===== src/rtl/joy_md6_pkg.sv =====
// Shared types and constants for the Mega Drive 3/6-button joystick scanner.
// JOY_MD6_SIXBTN_EN selects the full 8-phase 6-button sequence.
package joy_md6_pkg;

  typedef enum logic [3:0] {P0, P1, P2, P3, P4, P5, P6, P7, Idle} phase_e;

  localparam int unsigned BIT_U     = 0;
  localparam int unsigned BIT_D     = 1;
  localparam int unsigned BIT_L     = 2;
  localparam int unsigned BIT_R     = 3;
  localparam int unsigned BIT_B     = 4;
  localparam int unsigned BIT_C     = 5;
  localparam int unsigned BIT_A     = 6;
  localparam int unsigned BIT_START = 7;
  localparam int unsigned BIT_Z     = 8;
  localparam int unsigned BIT_Y     = 9;
  localparam int unsigned BIT_X     = 10;
  localparam int unsigned BIT_MODE  = 11;

  // Raw pin vector order: {p9, p6, right, left, down, up}
  localparam int unsigned PIN_UP    = 0;
  localparam int unsigned PIN_DOWN  = 1;
  localparam int unsigned PIN_LEFT  = 2;
  localparam int unsigned PIN_RIGHT = 3;
  localparam int unsigned PIN_P6    = 4;
  localparam int unsigned PIN_P9    = 5;

`ifdef JOY_MD6_SIXBTN_EN
  localparam phase_e      LastPhase = P7;
  localparam int unsigned ShadowW   = 12;
`else
  localparam phase_e      LastPhase = P3;
  localparam int unsigned ShadowW   = 8;
`endif

  // Select is low on even phases, high on odd phases and while idle.
  function automatic logic sel_level(phase_e ph);
    return !(ph inside {P0, P2, P4, P6});
  endfunction

endpackage


===== src/rtl/joy_md6_port_decoder.sv =====
// One DB9 port: 2-flop pin synchroniser, shadow button capture and atomic publish.
// JOY_MD6_SIXBTN_EN adds the P4/P5 six-button detection and Z/Y/X/Mode capture.
module joy_md6_port_decoder
  import joy_md6_pkg::*;
(
  input  logic        clk_i,
  input  logic        rst_i,
  input  logic [5:0]  pins_i,
  input  phase_e      phase_i,
  input  logic        sample_i,
  input  logic        publish_i,
  output logic [11:0] btn_o,
  output logic        six_btn_o
);

  logic [5:0]         sync1_q, sync2_q;
  logic [ShadowW-1:0] shadow_q, shadow_d, btn_q;
  logic               md;

`ifdef JOY_MD6_SIXBTN_EN
  logic six_pend_q, six_pend_d, six_q;
`endif

  // Left and right both grounded with select low identifies a Mega Drive pad.
  assign md = ~(sync2_q[PIN_LEFT] | sync2_q[PIN_RIGHT]);

  always_comb begin
    shadow_d = shadow_q;
`ifdef JOY_MD6_SIXBTN_EN
    six_pend_d = six_pend_q;
`endif
    if (sample_i) begin
      case (phase_i)
        P1: shadow_d[BIT_C:BIT_U] = ~sync2_q;
        P2: begin
          shadow_d[BIT_A]     = md & ~sync2_q[PIN_P6];
          shadow_d[BIT_START] = md & ~sync2_q[PIN_P9];
        end
`ifdef JOY_MD6_SIXBTN_EN
        P4: six_pend_d = ~|sync2_q[PIN_RIGHT:PIN_UP];
        P5: shadow_d[BIT_MODE:BIT_Z] = six_pend_q ? ~sync2_q[PIN_RIGHT:PIN_UP] : 4'h0;
`endif
        default: ;
      endcase
    end
  end

  always_ff @(posedge clk_i) begin
    if (rst_i) begin
      sync1_q  <= '1;
      sync2_q  <= '1;
      shadow_q <= '0;
      btn_q    <= '0;
    end else begin
      sync1_q  <= pins_i;
      sync2_q  <= sync1_q;
      shadow_q <= shadow_d;
      if (publish_i) btn_q <= shadow_q;
    end
  end

`ifdef JOY_MD6_SIXBTN_EN
  always_ff @(posedge clk_i) begin
    if (rst_i) begin
      six_pend_q <= 1'b0;
      six_q      <= 1'b0;
    end else begin
      six_pend_q <= six_pend_d;
      if (publish_i) six_q <= six_pend_q;
    end
  end
  assign six_btn_o = six_q;
`else
  assign six_btn_o = 1'b0;
`endif

  assign btn_o = 12'(btn_q);

endmodule


===== src/rtl/joy_md6_scanner.sv =====
// Shared select-line sequencer driving two Mega Drive port decoders on clk_sys.
// Define JOY_MD6_SIXBTN_EN for the 8-phase 6-button sequence; default is P0..P3 only.
module joy_md6_scanner
  import joy_md6_pkg::*;
#(
  parameter int unsigned TICK_DIV    = 384,
  parameter int unsigned IDLE_PHASES = 100
) (
  input  logic        clk_sys,
  input  logic        reset,
  input  logic [5:0]  joy1_pins_i,
  input  logic [5:0]  joy2_pins_i,
  output logic        joyX_p7_o,
  output logic [11:0] joy1_o,
  output logic [11:0] joy2_o,
  output logic        six_btn1_o,
  output logic        six_btn2_o,
  output logic        scan_done_o
);

  localparam int unsigned DivW  = $clog2(TICK_DIV);
  localparam int unsigned IdleW = $clog2(IDLE_PHASES + 1);

  phase_e           phase_q, phase_d;
  logic [DivW-1:0]  div_q, div_d;
  logic [IdleW-1:0] idle_q, idle_d;
  logic             p7_q, p7_d;
  logic             done_q;
  logic             tick, publish;

  assign tick    = (div_q == DivW'(TICK_DIV - 1));
  assign publish = tick && (phase_q == LastPhase);

  always_comb begin
    phase_d = phase_q;
    idle_d  = idle_q;
    div_d   = tick ? '0 : div_q + DivW'(1);
    if (tick) begin
      if (phase_q == LastPhase) begin
        phase_d = Idle;
        idle_d  = '0;
      end else if (phase_q == Idle) begin
        if (idle_q == IdleW'(IDLE_PHASES - 1)) begin
          phase_d = P0;
          idle_d  = '0;
        end else begin
          idle_d = idle_q + IdleW'(1);
        end
      end else begin
        phase_d = phase_e'(phase_q + 4'd1);
      end
    end
    // Registered from the next phase so select moves with the phase register.
    p7_d = sel_level(phase_d);
  end

  always_ff @(posedge clk_sys) begin
    if (reset) begin
      phase_q <= P0;
      div_q   <= '0;
      idle_q  <= '0;
      p7_q    <= 1'b1;
      done_q  <= 1'b0;
    end else begin
      phase_q <= phase_d;
      div_q   <= div_d;
      idle_q  <= idle_d;
      p7_q    <= p7_d;
      done_q  <= publish;
    end
  end

  joy_md6_port_decoder u_port1 (
    .clk_i     (clk_sys),
    .rst_i     (reset),
    .pins_i    (joy1_pins_i),
    .phase_i   (phase_q),
    .sample_i  (tick),
    .publish_i (publish),
    .btn_o     (joy1_o),
    .six_btn_o (six_btn1_o)
  );

  joy_md6_port_decoder u_port2 (
    .clk_i     (clk_sys),
    .rst_i     (reset),
    .pins_i    (joy2_pins_i),
    .phase_i   (phase_q),
    .sample_i  (tick),
    .publish_i (publish),
    .btn_o     (joy2_o),
    .six_btn_o (six_btn2_o)
  );

  assign joyX_p7_o   = p7_q;
  assign scan_done_o = done_q;

endmodule


===== config.mk =====
export PLATFORM = sky130hd
export DESIGN_NAME = joy_md6_scanner
export DESIGN_NICKNAME = d
export VERILOG_FILES = /design/src/rtl/joy_md6_pkg.sv /design/src/rtl/joy_md6_port_decoder.sv /design/src/rtl/joy_md6_scanner.sv
export SDC_FILE = /design/constraint.sdc
export NUM_CORES = 1
export LEC_CHECK = 0
export ABC_AREA = 1
export BUFFER_PORTS_ARGS = -buffer_cell sky130_fd_sc_hd__buf_2
export CORE_ASPECT_RATIO = 1.4
export CORE_MARGIN = 2
export CORE_UTILIZATION = 44
export DETAILED_ROUTE_END_ITERATION = 6
export MAX_ROUTING_LAYER = met4
export PLACE_DENSITY = 0.73
export SYNTH_ARGS = -nofsm -noshare
export SYNTH_HDL_FRONTEND = slang
export SYNTH_SLANG_ARGS = --single-unit

===== constraint.sdc =====
create_clock -name clk_sys -period 2.2 [get_ports clk_sys]
set_input_delay 0.44 -clock clk_sys [delete_from_list [all_inputs] [get_ports clk_sys]]
set_output_delay 0.44 -clock clk_sys [all_outputs]
set_load 0.05 [all_outputs]

After elaboration in Yosys (flattened, before gate mapping) --
Cells that the tools add are included.
Word-level totals: output and inout port bits 28, input bits 14, logic and storage cells 57, bits in registers 78
Operators by class: eq/ne operators 9, bitwise operators 14, $add $sub $neg 3, reductions and logical operators 9, muxes and demuxes 7
Operators with widths (number):
- $mux 7 | 3
- $mux 4 | 4
- $eq 4x2->1 const B | 3
- $not 6->6 | 2
- $add 9x1->9 const B | 1
- $eq 9x9->1 const B | 1
- $eq 4x3->1 const B | 2
- $add 7x1->7 const B | 1
- $eq 7x7->1 const B | 1
- $not 1->1 | 6
- $reduce_and 2->1 | 3
- $add 4x1->4 const B | 1
- $and 1x1->1 | 4
- $eq 4x1->1 const B | 1
- $eq 4x4->1 const B | 1
- $logic_not 4->1 | 1
- $reduce_bool 4->1 | 1
- $or 1x1->1 | 2
- $reduce_bool 2->1 | 1
- $reduce_or 2->1 | 1
- $logic_and 1x1->1 | 1
- $logic_not 1->1 | 1

Logic depth before layout (Yosys ltp) --
Gate-level depths: netlist of the first run.
word-level depth 8, gate-level depth with buffers 10, gate-level depth less buffers 10

Modules after synthesis --
From an unflattened synthesis of the first run, not the netlist that was laid out.
Unflattened totals: cells, all modules 410, area, all modules 3240.6 um2
Modules (own cells, without submodules):
- joy_md6_port_decoder | instances 2, area an instance 1018.5 um2, seq. area each 560.5 um2, cells each 124
- joy_md6_scanner | instances 1, area an instance 1203.7 um2, seq. area each 440.4 um2, cells each 162

Least setup slack after synthesis of the first run --
OpenSTA, ideal clock, no wires.
path kind register to register, from register div_q[0], to register u_port1.shadow_q[5], arrival time 1.358 ns, setup time 0.132 ns, data required time 2.068 ns, buffers on the path 1, slack 0.710 ns, period minus slack after synthesis 1.490 ns, cell stages (with the launch flop) 10, cell sequence dfxtp_1 > ha_1 > nand2_1 > nor2_8 > nand2_8 > clkinv_4 > nand3_1 > buf_2 > nand2_1 > a21oi_1
Between the ends: longest elaborated chain between the ends 2
Ends and longest elaborated chain:
- start, declared | line joy_md6_scanner.sv:25 | logic [DivW-1:0] div_q, div_d;
- start signal, assigned | line joy_md6_scanner.sv:66 | div_q <= div_d;
- $eq 9x9->1 | line joy_md6_scanner.sv:31 | assign tick = (div_q == DivW'(TICK_DIV - 1));
- $reduce_and 2->1 (no line)
- end signal, assigned | line joy_md6_port_decoder.sv:57 | shadow_q <= shadow_d;
- end, declared | line joy_md6_port_decoder.sv:17 | logic [ShadowW-1:0] shadow_q, shadow_d, btn_q;
Every way passes these cells. A chain may end at the register's enable or synchronous reset.

Worst setup path in the final report of the first run --
from register phase_q[0], to register idle_q[2]
Between the ends: longest elaborated chain between the ends 3, elaborated cells on any way between the ends 5, those cells by class eq/ne (2); mux (1); reduce/logical (2)
Ends and longest elaborated chain:
- start, declared | line joy_md6_scanner.sv:24 | phase_e phase_q, phase_d;
- start signal, assigned | line joy_md6_scanner.sv:65 | phase_q <= phase_d;
- $eq 4x2->1 or $eq 4x4->1 (tied branches) | line joy_md6_scanner.sv:39, joy_md6_scanner.sv:42
- $reduce_bool 2->1 (no line)
- $reduce_and 2->1 (no line)
- end signal, assigned | line joy_md6_scanner.sv:67 | idle_q <= idle_d;
- end, declared | line joy_md6_scanner.sv:26 | logic [IdleW-1:0] idle_q, idle_d;
Several ways; a longest one is shown, not always the timed one.

==> results of run 1 <==
==> cell usage in the layout (no fill, tap or decap), types with 3 or more instances in the layout <==
cell type,n
nand3_1,35
buf_2,31
xor2_1,3
inv_1,31
nand4_1,14
ha_1,6
a21oi_1,36
clkbuf_8,9
nor2_1,32
conb_1,10
dfxtp_1,78
nand2_1,72
or2_2,28
buf_4,6
o21ai_0,5
o31ai_1,4
==> through the flow <==
step | setup WS, ns | utilization [%]
floorplan | 0.710 | -
finish | 0.441 | 51.1
detailed placement | 0.432 | 47.9
global route | 0.218 | 51.1
CTS | 0.426 | 51.1
global placement | 0.465 | 47.9
==> worst max-delay path by stage <==
stage,endpoint
detailed placement,u_port2.shadow_q[4]
CTS,u_port2.shadow_q[4]
global placement,u_port2.shadow_q[2]
floorplan,u_port1.shadow_q[5]
finish,idle_q[2]
global route,idle_q[2]
==> routing by layer <==
layer,wire [um],track usage [%],vias up
met5,0,-,-
met1,2440,17.0,1071
met2,2720,24.7,52
met4,49,6.77,0
li1,-,-,1296
met3,245,4.07,5
==> critical path: cells and delay by family (launching register included) <==
family,cells,cell delay (ns)
flops,1,0.42
fa+ha+maj,1,0.22
buf+inv,2,0.21
simple gates,2,0.25
compound gates,2,0.59
==> final cells by class <==
type | count | area, sq um
Fill cell | 675 | 3420
Sequential cell | 78 | 1560
Multi-Input combinational cell | 258 | 1330
Timing Repair Buffer | 37 | 200
Inverter | 34 | 133
Clock buffer | 9 | 124
Tap cell | 95 | 119
Clock inverter | 7 | 96.3
==> where the power goes <==
group / internal, mW / switching (mW) / total [mW]
Clock: 0.644 / 0.510 / 1.15
Combinational: 0.0279 / 0.0729 / 0.101
Sequential: 1.44 / 0.00953 / 1.45
Total: 2.11 / 0.592 / 2.70
==> flip-flops by register name (all words and copies together), names as in the netlist <==
register	count
u_port1.btn_q	8
joyX_p7_o	1
u_port1.shadow_q	8
scan_done_o	1
u_port2.btn_q	8
u_port2.sync1_q	6
phase_q	4
u_port2.sync2_q	6
u_port1.sync2_q	6
u_port2.shadow_q	8
u_port1.sync1_q	6
idle_q	7
div_q	9
==> kinds of logic (layout without fill, tap and decap cells) <==
group                      count (synthesis)  in the layout  share of synthesized area [%]
AOI/OAI and AO/OA                         46             46                           7.67
xor gates and xnor gates                   4              4                           1.11
adders and majority gates                  6              6                           2.37
buffers and inverters                     60             87                           9.57
DFF                                       78             78                           49.4
other                                      1             10                          0.119
and+or+nand+nor                          192            192                           29.8
==> metrics, run 1 <==
endpoint class of the critical path flip-flop; share of the synthesized area in the top cell type 49.4%; Pre-antenna DRT Iters 5; Cells after DPL 502; Inserted Clock Buffers 9; max-cap violations 0; DRC viols 0; chip height between 100 and 150 um; CP Max Fanout 6; Crit Path Category flip-flop to flip-flop; first-pass GRT wire length 9230 um; Mean Syn Cell Area 8.17 sq um; ratio of cells with drive above 1 in the final layout 21.0%; run status finished, final reports clean; EDFF count, synth 0; Nets approximately 440; worst setup path startpoint phase_q[0]; top-count cell post-synth dfxtp_1; Top cell by count, worst path inv_1; Min-Delay Path Depth 2; TritonCTS clock tree yes; WHS Endpoint u_port2.sync1_q[2]; Leakage Power 1.55 nW; Post-Layout Cell Count 518; Post-synth top cells 78 x dfxtp_1, 72 x nand2_1, 36 x a21oi_1; Crit-path slowest cell o21ai_0; Total Power between 2 and 3 mW; Syn-to-layout area delta 12.7%; clock tree buffer depth 2; initial antenna violation count 0; async set-reset flop share out of synthesis 0%; Hold Startpoint joy2_pins_i[2]; std cell rows 36; period utilization 80.0%; post-synthesis cell type count 30; largest net degree at the start of global routing 37; Slew HR ~65%; Core ar. 0.00698 sq mm; Synth area leaders dfxtp_1 49%, nand2_1 8.5%, a21oi_1 5.7%; grt ovf 0; slowest stage delay, CP 0.43 ns; Worst-Skew Late Latency 0.34 ns; HPWL after detailed placement about 3900 um; Clock Skews about 0.01 ns; Synth area leader dfxtp_1; setup TNS 0 ns; cell area after layout 0.00357 sq mm; Die ar. 0.00789 sq mm; RePlAce Congestion 0.859; Post-Syn Instances 387; DRT Wirelength ~5500 um; Setup-failing EPs final 0; Worst-path clk slew ~0.08 ns; Startpoint Class flip-flop; Starting Density 45.3%; final worst path period need 1.76 ns; Post-Synthesis Cell Area around 0.0032 sq mm; total number of vias 2424; flop-to-flop setup slack between 0.4 and 0.5 ns; number of DRC markers in iteration 0 156; cells along the critical path inv_1 > ha_1 > nand3_1 > inv_1 > o21ai_0 > nand2_1 > a21oi_1; Final Hold Vio Count 0; reg2reg end idle_q[2]; fmax 0.568 GHz; WP data arrival 2.03 ns; FF+latch count, synth 78; Max Slew Vio Count 0; worst r2r src phase_q[0]; Hold-fix buffers, CTS 0; PD cells 757 mW/mm^2; unrepaired setup endpoints after global routing false; Synthesis Warnings 0; root buffer cell clkbuf_8; vias per cell 4.68; H-tree lvl count 3; Hold Crit Class input pin to flip-flop; DR WL/cell 10.5 um; Post-DP Area 0.00335 sq mm; vias in the first global route 2260; top_reg_cell synth dfxtp_1; antenna viol nets, final 0; PortBufs 31; R2R depth 7; sequential fraction of the synthesis area 49.4%; Max IR drop VDD a little over 0.5 mV; CTS resizes 0; setup bufs post-CTS 0; clk sinks 78; worst slew pin tran 0.516 ns; num ports 42; hold_ws 0.276 ns; number of diodes 0; Worst Path Required 2.47 ns; Die X-Extent between 70 and 80 um; global-route usage over all layers 15.2%
Note: power is estimated with default switching activity, not from simulation.
==> run 2: changes to the inputs <==
--- a/config.mk
+++ b/config.mk
@@ -12,7 +12,7 @@
 export CORE_UTILIZATION = 44
 export DETAILED_ROUTE_END_ITERATION = 6
 export MAX_ROUTING_LAYER = met4
-export PLACE_DENSITY = 0.73
+export PLACE_DENSITY = 0.75
 export SYNTH_ARGS = -nofsm -noshare
 export SYNTH_HDL_FRONTEND = slang
 export SYNTH_SLANG_ARGS = --single-unit
==> constraint.sdc (replaced) <==
create_clock -name clk_sys -period 1.5 [get_ports clk_sys]
set_input_delay 0.3 -clock clk_sys [delete_from_list [all_inputs] [get_ports clk_sys]]
set_output_delay 0.3 -clock clk_sys [all_outputs]
set_load 0.05 [all_outputs]
==> metrics, run 2 (synthesized netlist as in run 1, its figures left out) <==
Final Hold Vio Count 0; met1 Usage GRT around 18%; Hold Startpoint joy1_pins_i[2]; cell area after layout 0.00381 sq mm; utilization of the core after routing 54.5%; H-tree lvl count 3; DR WL/cell ~11 um; initial antenna violation count 0; CP Max Fanout 3; Nets 461; chip height 104 um; fmax roughly 0.7 GHz; net switching power 0.860 mW; std cell rows 36; Min-Delay Path Depth 2; Syn-to-layout area delta 20.3%; flop-to-flop setup slack about 0.079 ns; number of DRC markers in iteration 0 109; total number of vias about 2500; Cells after DPL 517; Max Slew Vio Count 0; RePlAce Congestion roughly 0.83; reg2reg end div_q[8]; Worst-path clk slew ~0.080 ns; Gate power share 4.4%; Worst-Skew Late Latency approximately 0.35 ns; max FFs per register 9; GR Util met2 between 20% and 30%; vias in the first global route roughly 2400; run status finished, final reports clean; first-pass GRT wire length 9660 um; Die X-Extent around 76 um; HPWL after detailed placement 4110 um; most flop-heavy register div_q; largest net degree at the start of global routing 30; ratio of cells with drive above 1 in the final layout 28.3%; clock tree buffer depth 2; Clock Skews between 0.009 and 0.01 ns; R2R depth 8; DRC viols 0; TritonCTS clock tree yes; most common cell after layout, fill and taps aside dfxtp_1; Hold-fix buffers, CTS 0; Pre-antenna DRT Iters 4; Post-Layout Cell Count 541; num ports 42; Post-DP Area 0.00347 sq mm; most frequent cells in the layout 73 x dfxtp_1, 70 x nand2_1, 34 x a21oi_1; max-cap violations 0; endpoint class of the critical path flip-flop; PortBufs 31; Die ar. 0.00789 sq mm; antenna viol nets, final 0; Leakage Power between 1.5 and 2 nW; Max IR drop VDD 0.823 mV; PD cells 976 mW/mm^2; Starting Density a little under half; WP data arrival 1.65 ns; Setup-failing EPs final 0; DRT Wirelength about 5800 um; Crit Path Category flip-flop to flip-flop; fillcell total approximately 660; worst r2r src div_q[0]; Hold Crit Class input pin to flip-flop; root buffer cell clkbuf_8; Core ar. approximately 0.0070 sq mm; Startpoint Class flip-flop; Seq pwr share 57.2%; WHS Endpoint u_port1.sync1_q[2]; Inserted Clock Buffers 9; vias per cell 4.70; internal power 2.86 mW; clk sinks between 70 and 80; Worst Path Required 1.73 ns; number of diodes 0; global-route usage over all layers approximately 16%; Sw Ratio 23.1%; grt ovf 0; period utilization 94.8%; final worst path period need about 1.4 ns; clock share of power 38.5%; met3 Use GR under 10%; GRT busiest layer met2
[run 2: changes by cell type in the layout (fill, tap and decap cells not counted), sizes merged]
cell	previous run	this run
buf	37	60
clkbuf	9	12
clkinv	5	4
clkinvlp	0	1
bufinv	2	0
inv	34	33
[run 2: stage by stage]
stage          power [mW]  hold WS, ns  setup WS [ns]  setup TNS [ns]
6_report             3.71        0.130         0.0786               0
5_1_grt              3.86        0.113        -0.0179          -0.126
4_1_cts              3.75        0.112         0.0154               0
3_5_place_dp         2.33        0.394        -0.0727          -0.825
3_3_place_gp         2.32        0.392      -0.000354       -0.000354
2_1_floorplan        2.31        0.389         0.0102               0
[run 2: metal layers]
layer | vias up | wire [um]
li1 | 1333 | -
met1 | 1138 | 2470
met2 | 53 | 2920
met3 | 16 | 235
met4 | 0 | 163
met5 | - | 0
[run 2: layout make-up]
type                    instances  area (sq um)  area share [%]
well taps                      95           119            3.12
flip-flops and latches         78          1570            41.3
multi-input cells             258          1400            36.7
repair buffers                 60           397            10.4
inverters                      34           140            3.68
clock inverters                 4          30.0           0.789
clock buffers                  12           155            4.08
[run 2: critical path: stages, from the launching register on]
cell	delay, ns
dfxtp_2	0.36
ha_4	0.15
nand2_4	0.07
nor2_8	0.16
buf_4	0.15
buf_4	0.12
nand2_1	0.06
o21ai_0	0.15
a21oi_1	0.08
[run 2: worst max path at each step]
stage                          end        from
3_5_place_dp   u_port2.shadow_q[0]    div_q[0]
2_1_floorplan  u_port1.shadow_q[5]    div_q[0]
5_1_grt                  idle_q[5]  phase_q[2]
4_1_cts           u_port1.btn_q[2]  phase_q[1]
3_3_place_gp   u_port2.shadow_q[0]    div_q[0]
6_report                  div_q[8]    div_q[0]
[run 2: timing repair]
item,4_1_cts,5_1_grt
resized for setup,4,22
setup buffers,2,5
endpoints found under the setup margin,31,37
endpoints found under the hold margin,0,0
gates cloned,0,1
pin swaps,2,3
[run 2: power groups by stage]
stage / Clock, mW / Combinational (mW) / Sequential (mW)
floorplan: 0 / 0.137 / 2.17
global placement: 0 / 0.156 / 2.17
detailed placement: 0 / 0.159 / 2.17
CTS: 1.47 / 0.160 / 2.12
global route: 1.56 / 0.181 / 2.13
finish: 1.43 / 0.162 / 2.12
